`config.mk`:
```
export PLATFORM = sky130hd
export DESIGN_NAME = dm163_rx_monitor
export DESIGN_NICKNAME = d
export VERILOG_FILES = /design/src/rtl/dm163_pkg.sv /design/src/rtl/dm163_rx_sync.sv /design/src/rtl/dm163_rx_monitor.sv
export SDC_FILE = /design/constraint.sdc
export NUM_CORES = 1
export LEC_CHECK = 0
export CAP_MARGIN = 0
export CORE_MARGIN = 2
export CORE_UTILIZATION = 37
export DETAILED_ROUTE_END_ITERATION = 10
export RECOVER_POWER = 25
export SLEW_MARGIN = 15
export SYNTH_ARGS = -nofsm -noshare
export SYNTH_HDL_FRONTEND = slang
export SYNTH_SLANG_ARGS = --single-unit
```
`constraint.sdc`:
```
create_clock -name clk -period 20.9 [get_ports clk]
set_input_delay 4.18 -clock clk [delete_from_list [all_inputs] [get_ports clk]]
set_output_delay 4.18 -clock clk [all_outputs]
set_load 0.005 [all_outputs]
```
`src/rtl/dm163_pkg.sv`:
```
// rtl/dm163_pkg.sv - DM163 receive-monitor constants, FSM states and pixel extraction helpers
package dm163_pkg;

    localparam int NUM_CHANNELS = 24;
    localparam int NUM_COLS     = 8;
    localparam int NUM_ROWS     = 8;
    localparam int GS_W         = 8;
    localparam int DC_W         = 6;
    localparam int BANK_GS_BITS = NUM_CHANNELS * GS_W;
    localparam int BANK_DC_BITS = NUM_CHANNELS * DC_W;

    localparam int OFS_B = 0;
    localparam int OFS_G = 1;
    localparam int OFS_R = 2;

    typedef enum logic [1:0] {
        IDLE,
        WAIT_ROW,
        EMIT
    } rx_state_t;

    // Column c is driven by channels 3c (B), 3c+1 (G), 3c+2 (R); output order is {R, G, B}.
    function automatic logic [3*GS_W-1:0] gs_pixel(input logic [BANK_GS_BITS-1:0] bank,
                                                   input logic [2:0] col);
        int base;
        base = 3 * int'(col);
        return {bank[GS_W*(base+OFS_R) +: GS_W],
                bank[GS_W*(base+OFS_G) +: GS_W],
                bank[GS_W*(base+OFS_B) +: GS_W]};
    endfunction

    function automatic logic [3*DC_W-1:0] dc_pixel(input logic [BANK_DC_BITS-1:0] bank,
                                                   input logic [2:0] col);
        int base;
        base = 3 * int'(col);
        return {bank[DC_W*(base+OFS_R) +: DC_W],
                bank[DC_W*(base+OFS_G) +: DC_W],
                bank[DC_W*(base+OFS_B) +: DC_W]};
    endfunction

    function automatic logic is_onehot(input logic [NUM_ROWS-1:0] v);
        return (v != '0) && ((v & (v - NUM_ROWS'(1))) == '0);
    endfunction

    function automatic logic [2:0] onehot_index(input logic [NUM_ROWS-1:0] v);
        logic [2:0] idx;
        idx = '0;
        for (int i = 0; i < NUM_ROWS; i++) begin
            if (v[i]) idx = 3'(i);
        end
        return idx;
    endfunction

endpackage

```
`src/rtl/dm163_rx_sync.sv`:
```
// rtl/dm163_rx_sync.sv - multi-flop synchronizer with rising-edge detect on the synchronized level
module dm163_rx_sync #(
    parameter int SYNC_STAGES = 2
) (
    input  logic clk,
    input  logic rst,
    input  logic d,
    output logic q,
    output logic rise
);

    logic [SYNC_STAGES-1:0] stages;
    logic                   q_d;

    always_ff @(posedge clk or posedge rst) begin
        if (rst) begin
            stages <= '0;
            q_d    <= 1'b0;
        end else begin
            stages <= {stages[SYNC_STAGES-2:0], d};
            q_d    <= stages[SYNC_STAGES-1];
        end
    end

    assign q    = stages[SYNC_STAGES-1];
    assign rise = stages[SYNC_STAGES-1] & ~q_d;

endmodule

```
`src/rtl/dm163_rx_monitor.sv`:
```
// rtl/dm163_rx_monitor.sv - DM163 link receiver: rebuilds latched rows as pixel writes (DM163_RX_DC_EN adds dc_value)
module dm163_rx_monitor
    import dm163_pkg::*;
#(
    parameter int SYNC_STAGES = 2
) (
    input  logic        clk,
    input  logic        rst,
    input  logic        s_sda,
    input  logic        s_clk,
    input  logic        s_rst,
    input  logic        lat,
    input  logic        sb,
    input  logic [7:0]  channel,
    output logic        pix_valid,
    input  logic        pix_ready,
    output logic [5:0]  pix_addr,
    output logic [23:0] pix_value,
    output logic        row_done,
    output logic        err_len,
    output logic        err_ovr
`ifdef DM163_RX_DC_EN
    ,
    output logic [17:0] dc_value
`endif
);

    logic sda_q, s_clk_q, s_rst_q, lat_q, sb_q;
    logic s_clk_rise, lat_rise;
    logic [NUM_ROWS-1:0] chan_q;
    logic [NUM_ROWS-1:0] unused_chan_rise;
    logic [3:0]          unused_rise;

    dm163_rx_sync #(.SYNC_STAGES(SYNC_STAGES)) u_sync_sclk (
        .clk(clk), .rst(rst), .d(s_clk), .q(s_clk_q), .rise(s_clk_rise));
    dm163_rx_sync #(.SYNC_STAGES(SYNC_STAGES)) u_sync_lat (
        .clk(clk), .rst(rst), .d(lat), .q(lat_q), .rise(lat_rise));
    dm163_rx_sync #(.SYNC_STAGES(SYNC_STAGES)) u_sync_srst (
        .clk(clk), .rst(rst), .d(s_rst), .q(s_rst_q), .rise(unused_rise[0]));
    dm163_rx_sync #(.SYNC_STAGES(SYNC_STAGES)) u_sync_sda (
        .clk(clk), .rst(rst), .d(s_sda), .q(sda_q), .rise(unused_rise[1]));
    dm163_rx_sync #(.SYNC_STAGES(SYNC_STAGES)) u_sync_sb (
        .clk(clk), .rst(rst), .d(sb), .q(sb_q), .rise(unused_rise[2]));

    assign unused_rise[3] = s_clk_q ^ lat_q;

    for (genvar i = 0; i < NUM_ROWS; i++) begin : g_chan_sync
        dm163_rx_sync #(.SYNC_STAGES(SYNC_STAGES)) u_sync_chan (
            .clk(clk), .rst(rst), .d(channel[i]), .q(chan_q[i]), .rise(unused_chan_rise[i]));
    end

    logic [BANK_GS_BITS-1:0] sr, sr_cur, held;
    logic [7:0]              bitcnt, cnt_cur;
    logic                    gs_ok, dc_ok, len_bad;
    rx_state_t               state;

    // Shift is folded in before the latch test so a same-cycle s_clk and lat rise sees the new bit.
    always_comb begin
        sr_cur  = sr;
        cnt_cur = bitcnt;
        if (!s_rst_q) begin
            sr_cur  = '0;
            cnt_cur = '0;
        end else if (s_clk_rise) begin
            sr_cur = {sr[BANK_GS_BITS-2:0], sda_q};
            if (bitcnt != 8'hff) cnt_cur = bitcnt + 8'd1;
        end
    end

    assign gs_ok   = lat_rise &&  sb_q && (cnt_cur == 8'(BANK_GS_BITS));
    assign dc_ok   = lat_rise && !sb_q && (cnt_cur == 8'(BANK_DC_BITS));
    assign len_bad = lat_rise && !gs_ok && !dc_ok;

    always_ff @(posedge clk or posedge rst) begin
        if (rst) begin
            sr        <= '0;
            bitcnt    <= '0;
            held      <= '0;
            state     <= IDLE;
            pix_valid <= 1'b0;
            pix_addr  <= '0;
            pix_value <= '0;
            row_done  <= 1'b0;
            err_len   <= 1'b0;
            err_ovr   <= 1'b0;
        end else begin
            sr       <= sr_cur;
            bitcnt   <= lat_rise ? 8'd0 : cnt_cur;
            err_len  <= len_bad;
            err_ovr  <= gs_ok && (state != IDLE);
            row_done <= 1'b0;

            case (state)
                IDLE: begin
                    if (gs_ok) begin
                        held  <= sr_cur;
                        state <= WAIT_ROW;
                    end
                end
                WAIT_ROW: begin
                    // Blanking (no row) and multi-hot glitches between rows are skipped.
                    if (is_onehot(chan_q)) begin
                        pix_valid <= 1'b1;
                        pix_addr  <= {onehot_index(chan_q), 3'd0};
                        pix_value <= gs_pixel(held, 3'd0);
                        state     <= EMIT;
                    end
                end
                EMIT: begin
                    if (pix_valid && pix_ready) begin
                        if (pix_addr[2:0] == 3'(NUM_COLS - 1)) begin
                            pix_valid <= 1'b0;
                            pix_addr  <= '0;
                            pix_value <= '0;
                            row_done  <= 1'b1;
                            state     <= IDLE;
                        end else begin
                            pix_addr[2:0] <= pix_addr[2:0] + 3'd1;
                            pix_value     <= gs_pixel(held, pix_addr[2:0] + 3'd1);
                        end
                    end
                end
                default: state <= IDLE;
            endcase
        end
    end

`ifdef DM163_RX_DC_EN
    logic [BANK_DC_BITS-1:0] dc_bank;

    always_ff @(posedge clk or posedge rst) begin
        if (rst) begin
            dc_bank <= '0;
        end else if (dc_ok) begin
            dc_bank <= sr_cur[BANK_DC_BITS-1:0];
        end
    end

    assign dc_value = dc_pixel(dc_bank, pix_addr[2:0]);
`else
    logic unused_dc;
    assign unused_dc = dc_ok;
`endif

endmodule

```
==> metrics.md <==
| Metric | Value |
|---|---|
| Least-Margin Pin Slew | `9.51 ns` |
| DR vias/cell | `5.18` |
| Top Metal Used | `met4` |
| Crit. End Element | `register` |
| Top_reg_cell synth | `dfrtp_1` |
| Crit. Startpoint | `u_sync_sclk.stages[1]` |
| Sequential power share | `49.8%` |
| FMAX | `0.0796 GHz` |
| # IOs | `50` |
| Initial antenna violation count | `0` |
| Critical path required time | `21.36 ns` |
| Initial Util | `37.6%` |
| Cell chain of the critical path | `nor2b_1 > clkbuf_1 > o31ai_1 > mux2i_1 > nor4_1 > nand3_4 > buf_12 > mux2_1` |
| Most common cell after layout, fill and taps aside | `dfrtp_1` |
| Switching pwr | `0.000387 W` |
| Tot GR Track Use | `15.4%` |
| Synth Register Bits | `456` |
| PortBufs | `49` |
| Violated checks | `max-capacitance violations, max-slew violations` |
| Period utilisation layout | `60.1%` |
| First-pass GRT wire length | `69600 um` |
| Longest Clk Path Bufs | `3` |
| Final cell count without fillers | `2320` |
| Synth area leaders | `dfrtp_1, nand2_1, a21boi_0` |
| Combinational share of power | `2.8%` |
| Setup tns final | `0 ns` |
| Post-Syn Area | `19800 um^2` |
| Post-Place Cells | `2233` |
| Yosys warning count | `0` |
| Max-cap violations | `6` |
| Crit path DAT | `13.03 ns` |
| Post-synth top area share | `57.5%` |
| RSZ-0062 raised after global routing | `false` |
| Worst r2r path cells | `8` |
| Critical path type | `register to register` |
| Vias in the first global route | `12800` |
| Number of hold violations in the final report | `0` |
| DP Wirelength | `23400 um` |
| Critical path's slowest cell | `clkbuf_1` |
| Largest net degree at the start of global routing | `196` |
| Mapped Cells | `1590` |
| Hold Path Stages | `0` |
| Area delta synth->final | `12.4%` |
| Synth area leader | `dfrtp_1` |
| Post-Route M1 WL | `20900 um` |
| Num CTS Buffers | `48` |
| Slew HR | `-534%` |
| Drt first-iter violations | `705` |
| Die Span Y | `236 um` |
| Pint | `0.00140 W` |
| Post-synthesis sequential area ratio | `57.5%` |
| Fin nets | `1614` |
| Later-pin clock latency in the skew report | `0.58 ns` |
| Critical Path Fanout Max | `195` |
| Static Leak | `9.97 nW` |
| Clock root cell | `clkbuf_16` |
| Max incr delay on CP | `6.58 ns` |
| Post-Syn Nets | `1609` |
| Most frequent cells in the layout | `dfrtp_1, nand2_1, a21boi_0` |
| PwrDens | `80.1 nW/um^2` |
| DR WL met2 | `19200 um` |
| DIE WIDTH | `236 um` |
| Total Wirelength | `42300 um` |
| GPL Wtd Cong | `0.739` |
| Remaining DRCs | `0` |
| Hold_sp | `u_sync_sda.stages[0]` |
| Site Rows | `84` |
| Post-synth EDFFs | `0` |
| Maximum vdd drop | `0.0000574 V` |
| Clock sink count | `456` |
| Initial DRT Pass Iterations | `5` |
| Clock-pin slew on the worst setup and hold paths | `0.06 ns` |
| CTS resizes | `0` |
| Clock Skew | `0.00950 ns` |
| Status | `finished, violations left` |
| Core box area | `52800 um^2` |
| CTS tree | `yes` |
| Final ANT Viol Nets | `0` |
| Routed via count | `12000` |
| Syn avg cell area | `12.5 um^2` |
| Yosys cell types | `50` |
| Crit start category | `register` |
| Async S/R FF share, synth | `100%` |
| Avg WL per Cell | `18.2 um` |
| H-tree depth | `2` |
| Hold WC Path Type | `register to register` |
| Pins Over Slew Limit | `594` |
| Post-CTS Repair Setup Buffers | `0` |
| Period minus WS final | `12.57 ns` |
| GRT Residual Overflow | `0` |
| Final setup fails | `0` |
| DR WL met3 | `1300 um` |
| Post-CTS Hold Fix Bufs | `0` |
| Worst r2r src | `u_sync_sclk.stages[1]` |
| Layout cells sized above 1 | `15.3%` |
| Switching Fraction | `21.7%` |
| Die area | `55500 um^2` |
| Clock power frac | `47.5%` |
-- power by group through the flow --
stage / registers (W) / clock network [W] / logic [W]
2_1_floorplan: 0.000905 / 0 / 0.0000333
3_3_place_gp: 0.000905 / 0 / 0.0000503
3_5_place_dp: 0.000905 / 0 / 0.0000505
4_1_cts: 0.000889 / 0.000871 / 0.0000506
5_1_grt: 0.000889 / 0.000907 / 0.0000558
6_report: 0.000889 / 0.000848 / 0.0000492
-- worst max-delay path: cells and delay by family (launching register included) --
family / cells / cell delay, ns
AO/OA/AOI/OAI: 1 / 1.31
buffers and inverters: 2 / 7.14
flip-flops: 1 / 0.44
multiplexers: 2 / 0.96
AND/OR/NAND/NOR: 3 / 2.28
-- path summary, 6_finish.rpt --
path                                   endpoint  slack (ns)
setup / recovery                       held[59]        8.33
hold / removal             u_sync_sda.stages[1]        0.35
setup reg to reg                       held[59]        8.33
hold reg to reg            u_sync_sda.stages[1]        0.35
max in group asynchronous              held[68]       14.23
min in group asynchronous              held[79]        4.19
-- synth_stat cells, types with 6 or more instances --
| library cell | n |
|---|---|
| nor3_1 | 8 |
| clkbuf_1 | 77 |
| dfrtp_1 | 456 |
| mux2_2 | 38 |
| nor2_1 | 18 |
| mux2i_1 | 26 |
| buf_2 | 6 |
| inv_1 | 6 |
| mux2_1 | 100 |
| mux4_2 | 48 |
| mux2_4 | 80 |
| nand2_1 | 418 |
| buf_6 | 18 |
| a21oi_1 | 8 |
| o21ai_0 | 29 |
| a21boi_0 | 192 |
-- per-stage QoR --
| stage | instance area (um^2) | setup WS, ns | hold WS (ns) | total power [W] | utilization (%) |
|---|---|---|---|---|---|
| floorplan | 19800 | 4.01 | 0.331 | 0.000938 | - |
| global placement | 20800 | 13.58 | 0.332 | 0.000955 | 39.5 |
| detailed placement | 20800 | 13.52 | 0.335 | 0.000955 | 39.5 |
| CTS | 22400 | 14.14 | 0.349 | 0.00181 | 42.5 |
| global route | 22300 | 7.32 | 0.351 | 0.00185 | 42.3 |
| finish | 22300 | 8.33 | 0.347 | 0.00179 | 42.3 |
-- cells by family (layout without fill, tap and decap cells) --
kind of cell	count (synthesis)	after routing	synth area share, %
buffers and inverters	113	154	2.89
muxes	292	292	20.6
AOI/OAI and AO/OA	250	250	9.10
adders and majority gates	3	3	0.189
xor gates and xnor gates	3	3	0.132
other	0	1	0
DFF	456	456	57.5
and+or+nand+nor	473	473	9.56
-- routing by layer --
metal	GRT usage, %	vias to the layer above
li1	-	5488
met1	22.3	6314
met2	24.0	171
met3	2.24	56
met4	4.63	0
met5	0	-
-- sequential cells by signal, indices dropped and copies added (netlist names), 2 cells and up --
| signal | count |
|---|---|
| bitcnt | 8 |
| g_chan_sync.u_sync_chan.stages | 16 |
| held | 192 |
| pix_addr | 6 |
| pix_value | 24 |
| sr | 192 |
| state | 2 |
| u_sync_lat.stages | 2 |
| u_sync_sb.stages | 2 |
| u_sync_sclk.stages | 2 |
| u_sync_sda.stages | 2 |
| u_sync_srst.stages | 2 |
-- cell type report --
class / count / area [um^2]
flip-flops and latches: 456 / 11400
fillers: 5028 / 30500
multi-input cells: 1021 / 7830
clock inverters: 10 / 114
repair buffers: 62 / 594
clock buffers: 76 / 1460
inverters: 6 / 30.0
diodes: 1 / 2.50
well taps: 688 / 861
Power figures use the tool's default switching activity.
